### config.mk
export PLATFORM = sky130hd
export DESIGN_NAME = mar_addr_gen
export DESIGN_NICKNAME = d
export VERILOG_FILES = /design/src/rtl/mar_addr_gen.sv
export SDC_FILE = /design/constraint.sdc
export NUM_CORES = 1
export LEC_CHECK = 0
export ABC_AREA = 1
export BUFFER_PORTS_ARGS = -buffer_cell sky130_fd_sc_hd__buf_4
export CAP_MARGIN = 40
export CORE_MARGIN = 3
export CORE_UTILIZATION = 35
export CTS_BUF_LIST = sky130_fd_sc_hd__clkbuf_4 sky130_fd_sc_hd__clkbuf_8
export DETAILED_ROUTE_END_ITERATION = 7
export GPL_TIMING_DRIVEN = 0
export PLACE_DENSITY = 0.6
export SYNTH_ARGS = -nofsm -noshare
export SYNTH_HDL_FRONTEND = slang
export SYNTH_SLANG_ARGS = --single-unit
### constraint.sdc
create_clock -name clk -period 2.05 [get_ports clk]
set_input_delay 0.1025 -clock clk [delete_from_list [all_inputs] [get_ports clk]]
set_output_delay 0.1025 -clock clk [all_outputs]
set_load 0.02 [all_outputs]
### src/rtl/mar_addr_gen.sv
// Memory address register with address generation: issues mar_q (or an indexed
// base+offset) over a valid/ready handshake, then optionally steps it inside a wrap window.
module mar_addr_gen #(
    parameter int              AW        = 13,
    parameter int              STRIDE_W  = 4,
    parameter logic [AW-1:0]   WIN_BASE  = 13'h0000,
    parameter logic [AW-1:0]   WIN_LIMIT = 13'h1FFF
) (
    input  logic                clk,
    input  logic                rst,
    input  logic                wr_en_mar,
    input  logic [AW-1:0]       in_mar,
    input  logic                re_en_mar,
    input  logic [1:0]          mode,
    input  logic [STRIDE_W-1:0] stride,
    input  logic [AW-1:0]       offset,
    input  logic                mem_ready,
    output logic [AW-1:0]       ou_mar,
    output logic                ou_valid,
    output logic                busy,
    output logic [AW-1:0]       mar_q,
    output logic                wrap_flag,
    input  logic                clr_wrap
);
    localparam logic [AW:0]   WSIZE   = {1'b0, WIN_LIMIT} - {1'b0, WIN_BASE} + 1'b1;
    // Reduction subtracts WSIZE modulo 2^AW, so only its low AW bits matter.
    localparam logic [AW-1:0] WSIZE_L = WSIZE[AW-1:0];
    localparam logic [1:0]    M_INC   = 2'b01;
    localparam logic [1:0]    M_DEC   = 2'b10;
    localparam logic [1:0]    M_IDX   = 2'b11;

    typedef enum logic {S_IDLE, S_ISSUE} state_t;

    state_t                r_state, w_next;
    logic [1:0]            r_mode;
    logic [STRIDE_W-1:0]   r_stride;
    logic [AW-1:0]         r_mar, r_ou_mar;
    logic                  r_ou_valid, r_wrap;

    logic                  w_start, w_load, w_done;
    logic [AW:0]           w_stride_x, w_sum, w_inc;
    logic [AW-1:0]         w_ea, w_upd;
    logic                  w_wrap_evt;

    always_ff @(posedge clk or posedge rst) begin
        if (rst) r_state <= S_IDLE;
        else     r_state <= w_next;
    end

    always_comb begin
        w_next = r_state;
        case (r_state)
            S_IDLE:  if (re_en_mar) w_next = S_ISSUE;
            S_ISSUE: if (mem_ready) w_next = S_IDLE;
            default: w_next = S_IDLE;
        endcase
    end

    always_comb begin
        busy    = (r_state == S_ISSUE);
        w_start = (r_state == S_IDLE) && re_en_mar;
        w_load  = (r_state == S_IDLE) && !re_en_mar && wr_en_mar;
        w_done  = (r_state == S_ISSUE) && mem_ready;
    end

    // Effective address for the issue cycle
    always_comb begin
        w_sum = {1'b0, r_mar} + {1'b0, offset};
        w_ea  = r_mar;
        if (mode == M_IDX)
            w_ea = (w_sum > {1'b0, WIN_LIMIT}) ? (w_sum[AW-1:0] - WSIZE_L) : w_sum[AW-1:0];
    end

    // Post-update from the mode/stride latched at issue
    always_comb begin
        w_stride_x = {{(AW+1-STRIDE_W){1'b0}}, r_stride};
        w_inc      = {1'b0, r_mar} + w_stride_x;
        w_upd      = r_mar;
        w_wrap_evt = 1'b0;
        if (r_stride != '0) begin
            if (r_mode == M_INC) begin
                w_wrap_evt = (w_inc > {1'b0, WIN_LIMIT});
                w_upd      = w_wrap_evt ? (w_inc[AW-1:0] - WSIZE_L) : w_inc[AW-1:0];
            end else if (r_mode == M_DEC) begin
                w_wrap_evt = ({1'b0, r_mar} < ({1'b0, WIN_BASE} + w_stride_x));
                w_upd      = r_mar - w_stride_x[AW-1:0] + (w_wrap_evt ? WSIZE_L : '0);
            end
        end
    end

    always_ff @(posedge clk or posedge rst) begin
        if (rst) begin
            r_mar      <= WIN_BASE;
            r_ou_mar   <= '0;
            r_ou_valid <= 1'b0;
            r_mode     <= '0;
            r_stride   <= '0;
        end else if (w_start) begin
            r_ou_mar   <= w_ea;
            r_ou_valid <= 1'b1;
            r_mode     <= mode;
            r_stride   <= stride;
        end else if (w_load) begin
            r_mar      <= in_mar;
        end else if (w_done) begin
            r_ou_valid <= 1'b0;
            r_mar      <= w_upd;
        end
    end

    // A wrap in the same cycle as clr_wrap wins
    always_ff @(posedge clk or posedge rst) begin
        if (rst)                      r_wrap <= 1'b0;
        else if (w_done && w_wrap_evt) r_wrap <= 1'b1;
        else if (clr_wrap)            r_wrap <= 1'b0;
    end

    assign ou_mar    = r_ou_mar;
    assign ou_valid  = r_ou_valid;
    assign mar_q     = r_mar;
    assign wrap_flag = r_wrap;
endmodule

Word-level counts from Yosys, hierarchy flattened
Index checks and enable logic that the tools add are counted.

word-level totals
  output and inout bits = 29
  memory bits (writable) = 0
  logic and storage cells = 49
  latch bits = 0
  memory bits (read-only) = 0
  bits in registers = 35
  memories kept = 0
  bits of input ports = 38

operators by class
  add/sub/neg operators = 3
  eq/ne operators = 4
  multipliers = 0
  reduce and logical (&&, ||, !) cells = 14
  muxes and demuxes = 17
  shifts and indexed selects = 0
  bitwise operators = 2
  order comparisons = 2
  div/mod/pow operators = 0

operators by type and width
  kind                    number
  $mux W13                6
  $add A13 B4 Y14         1
  $gt A14 B13 Y1 const B  1
  $add A13 B13 Y13        1
  $lt A13 B4 Y1           1
  $sub A13 B4 Y13         1
  $mux W1                 10
  $reduce_bool A2 Y1      4
  $logic_and A1 B1 Y1     5
  $eq A2 B2 Y1 const B    2
  $reduce_and A4 Y1       1
  $reduce_bool A4 Y1      1
  $reduce_bool A3 Y1      1
  $eq A2 B1 Y1 const B    1
  $ne A2 B2 Y1 const B    1
  $not A1 Y1              2
  $pmux W1 S2             1
  $reduce_and A2 Y1       1
  $logic_not A1 Y1        1

Depth between registers and ports, before layout
  word-level depth = 6
  depth in mapped cells = 15
  gate-level depth less buffers = 14

Least setup slack after synthesis
Ideal clock, no wire load.

  path kind = register -> register
  from = reg r_mar[0], in the netlist mar_q[0]
  to = reg r_mar[8], in the netlist mar_q[8]
  path buffers = 0
  arrival time = 1.780 ns
  slack = 0.154 ns
  library setup time = 0.116 ns
  required time = 1.934 ns
  clock period less this slack = 1.896 ns
  stages on the path, launching flop included = 13
  path through = dfrtp_1 inv_1 ha_1 fa_1 inv_1 nand2_1 nand2_1 nor2_1 xor2_1 nand2_1 nand3_1 nand2_1 nand2_1

between the ends
  cells in the longest elaborated chain, start to end = 6

RTL lines
  what                    line  text
  start, declared         37    logic [AW-1:0] r_mar, r_ou_mar;
  start signal, assigned  104   r_mar <= in_mar;
  start signal, assigned  107   r_mar <= w_upd;
  $sub A13 B4 Y13         86    w_upd = r_mar - w_stride_x[AW-1:0] + (w_wrap_evt ? WSIZE_L : '0);
  $mux W13                84    end else if (r_mode == M_DEC) begin
  $mux W13 (*)            81    if (r_mode == M_INC) begin
  $mux W13 (*)            80    if (r_stride != '0) begin
  $mux W13 (*)            105   end else if (w_done) begin
  $mux W13 (*)            103   end else if (w_load) begin

Every way passes the cells marked *; elsewhere a longest branch is shown, timed or not. The select of a mux whose other input is x is not followed.
A chain may end at the register's enable or synchronous reset.

Worst setup path after layout
  from = reg r_mar[2], in the netlist mar_q[2]
  to = reg r_mar[9], in the netlist mar_q[9]

Same word-level chain as after synthesis.

==> impl_metrics.env <==
export IMPL_slew_viol_final=0
export IMPL_fin_nets=651
export IMPL_grtUsageMet2_pct=37.47
export IMPL_vias_per_cell=5.072
export IMPL_hp_start="stride[3]"
export IMPL_met3_usage_pct=2.907
export IMPL_pwr_share_comb_pct=64.8
export IMPL_die_w_um=101.0
export IMPL_critPathCaptureType="register"
export IMPL_drc=0
export IMPL_cp_arrival_ns=2.16
export IMPL_power_density_mw_per_mm2=1383
export IMPL_critPathTopFamily="simple AND/OR/NAND/NOR gates"
export IMPL_yosysTopAreaCellShare_pct=27.70
export IMPL_grt_pass1_wl_mm=16.50
export IMPL_ctsRootBufferMaster="clkbuf_8"
export IMPL_wl_mm=9.997
export IMPL_hold_class="in2reg"
export IMPL_min_period_over_period_pct=96.19
export IMPL_drive_above_1_share_pct=19.80
export IMPL_worstHoldEndpoint="r_stride[3]"
export IMPL_use_met1_pct=24.75
export IMPL_ys_ff_latch=35
export IMPL_fmax_ghz=0.5071
export IMPL_min_period_ns=1.972
export IMPL_grt_pass1_vias=3430
export IMPL_seqPwrFrac_pct=23.3
export IMPL_num_antenna_cells=0
export IMPL_port_buffers=66
export IMPL_synthTopCellsByArea="dfrtp_1 28%, nand2_1 20%, nand3_1 8.2%, ha_1 7.9%, nor2_1 6.9%"
export IMPL_hold_viol_final=0
export IMPL_fill_cells=931
export IMPL_gr_total_overflow=0
export IMPL_rows=34
export IMPL_synthCells=509
export IMPL_syn_cell_area_mm2=0.003162
export IMPL_setup_viol=0
export IMPL_area_delta_synth_final_pct=27.78
export IMPL_leakage_nw=2.169
export IMPL_timing_rr_start="mar_q[2]"
export IMPL_ios=67
export IMPL_r2r_cells=12
export IMPL_slew_headroom_pct=48.76
export IMPL_reg2reg_slack_ns=0.08
export IMPL_die_area_mm2=0.01021
export IMPL_die_h_um=101.0
export IMPL_grt_max_degree=36
export IMPL_wire_per_inst_um=14.30
export IMPL_clk_latency_ns=0.29
export IMPL_yosysSeqAreaShare_pct=27.70
export IMPL_p_int_w=0.002707
export IMPL_p_clk_share_pct=11.8
export IMPL_clock_sinks=35
export IMPL_path_buf_inv=1
export IMPL_avgSynthCellArea_um2=6.212
export IMPL_drv_cap=0
export IMPL_worst_hold_slack_ns=0.01102
export IMPL_cpPeakStageDelay_ns=0.47
export IMPL_dp_hpwl_mm=7.892
export IMPL_ant_nets=0
export IMPL_fp_coreArea_mm2=0.008763
export IMPL_path_cells="ha_1, buf_2, a21oi_1, nand2_1, nand2_2, nand3_1, nand2_1, nand2_1, nand2_1, nand3_1, nand2_1, nand2_1"
export IMPL_syn_nets=570
export IMPL_synthArstFlopShare_pct=100.0
export IMPL_vias=3545
export IMPL_grt_usage_pct=20.38
export IMPL_finalSetupTns_ns=0
export IMPL_globalplace_congestion=0.9173
export IMPL_clock_skew_ns=0.002362
export IMPL_tightest_slew_ns=0.7675
export IMPL_vdd_ir_drop_max_uv=498.1
export IMPL_synth_ff_type="dfrtp_1"
export IMPL_crit_top_cell="nand2_1"
export IMPL_ys_warn_count=0
export IMPL_cp_data_required_time_ns=2.24
export IMPL_antenna_found_initial=0
export IMPL_cts_tree="done"
export IMPL_cts_buffers=5
export IMPL_cp_slowest_cell="dfrtp_2"
export IMPL_ys_types=29
export IMPL_path_clk_slew_ns=0.08
export IMPL_drt_initial_drc_count=189
export IMPL_sw_frac_of_total_pct=51.56
export IMPL_regArea_um2=883.3
export IMPL_dr_pass1_iters=5
export IMPL_status="finished clean"
export IMPL_synth_edf_count=0
export IMPL_multi_input_area_mm2=0.002036
export IMPL_hold_depth=3
export IMPL_h_tree_depth=2
export IMPL_yosys_area_top_type="dfrtp_1"
export IMPL_r2r_end="mar_q[9]"
export IMPL_cts_max_path_buffers=2
export IMPL_critPathLaunchType="register"
export IMPL_path_class="reg2reg"
export IMPL_top_usage_layer="met2"
export IMPL_rsz0062_at_grt="true"
export IMPL_critPathMaxFanout=7
export IMPL_p_switching_w=0.002881
export IMPL_start_util_pct=36.08
==> cells in the mapped netlist, types with 6 or more instances <==
cell	number
nor2_1	58
ha_1	20
dfrtp_1	35
xor2_1	7
a21oi_1	30
inv_1	57
o21ai_0	23
nand2_1	172
o21ai_1	6
nand3_1	52
nand4_1	7
buf_2	9
==> logic make-up after synthesis <==
family                     share of synthesized area [%]
and+or+nand+nor                                    38.66
buffers and inverters                              9.616
AOI/OAI and AO/OA                                  11.71
DFF                                                27.70
adders and majority gates                          9.814
xor gates and xnor gates                           2.493
==> registers in the layout (all words and copies together) (netlist names) <==
register and flops:
wrap_flag 1, ou_valid 1, busy 1, mar_q 13, ou_mar 13, r_stride 4, r_mode 2
==> tightest hold or removal path, stage by stage <==
cell and delay [ns]:
buf_4 0.08, nand2_1 0.04, o21ai_0 0.05
==> worst max-delay path by stage <==
| stage | start | endpoint | slack [ns] | cells past startpoint |
|---|---|---|---|---|
| after floorplan | mar_q[0] | mar_q[8] | 0.15 | 12 |
| after global placement | mar_q[1] | ou_mar[12] | -0.14 | 10 |
| after detailed placement | mar_q[1] | ou_mar[12] | -0.17 | 10 |
| after CTS | mar_q[0] | mar_q[6] | 0.03 | 10 |
| after global routing | mar_q[2] | mar_q[9] | -0.03 | 12 |
| final | mar_q[2] | mar_q[9] | 0.08 | 12 |
==> metrics by stage <==
step	util (%)	std cells	power [W]	setup WS, ns	cell area, um2
after global routing	46.10	699	0.006155	-0.02801	4040
after global placement	43.28	683	0.004685	-0.1389	3792
after detailed placement	43.28	683	0.004751	-0.1715	3792
after CTS	45.23	695	0.005476	0.02842	3964
final	46.10	699	0.005588	0.07802	4040
after floorplan	-	509	0.003624	0.1536	3162
==> placed cells by master (no fill, tap or decap), types with 6 or more instances in the layout <==
master and instances:
dfrtp_1 29, a21oi_1 29, nand2_1 168, nor2_1 58
o21ai_0 22, dfrtp_2 6, ha_1 14, xor2_1 7
nand4_1 7, buf_4 70, o21ai_1 7, nand3_1 52
buf_2 9, inv_1 56
==> power by group through the flow <==
stage	clock network [W]	logic, W	registers (W)
floorplan	0	0.00213	0.00149
global placement	0	0.00339	0.00130
detailed placement	0	0.00344	0.00131
CTS	0.000691	0.00349	0.00130
global route	0.000717	0.00409	0.00135
finish	0.000662	0.00362	0.00130
==> layer usage <==
layer	vias to the layer above	share of wire, %
met3	9	4.5
met2	84	52
met5	-	0
li1	1786	-
met4	0	1.1
met1	1666	43
==> area by class of cell <==
class                           instances  share of cell area (%)
Multi-Input combinational cell        398                   50.39
Sequential cell                        35                   21.86
Timing Repair Buffer                   74                   14.00
Inverter                               61                   5.667
Tap cell                              108                   3.345
Buffer                                 15                   1.858
Clock buffer                            5                   1.703
Clock inverter                          3                   1.177
==> timing repair <==
action / in CTS / in global routing
endpoints found under the setup margin: 8 / 11
pin swaps: 0 / 2
endpoints found under the hold margin: 38 / 0
resized for setup: 5 / 18
buffers inserted: 0 / 4
hold buffers: 4 / 0
Note: power is estimated with default switching activity, not from simulation.
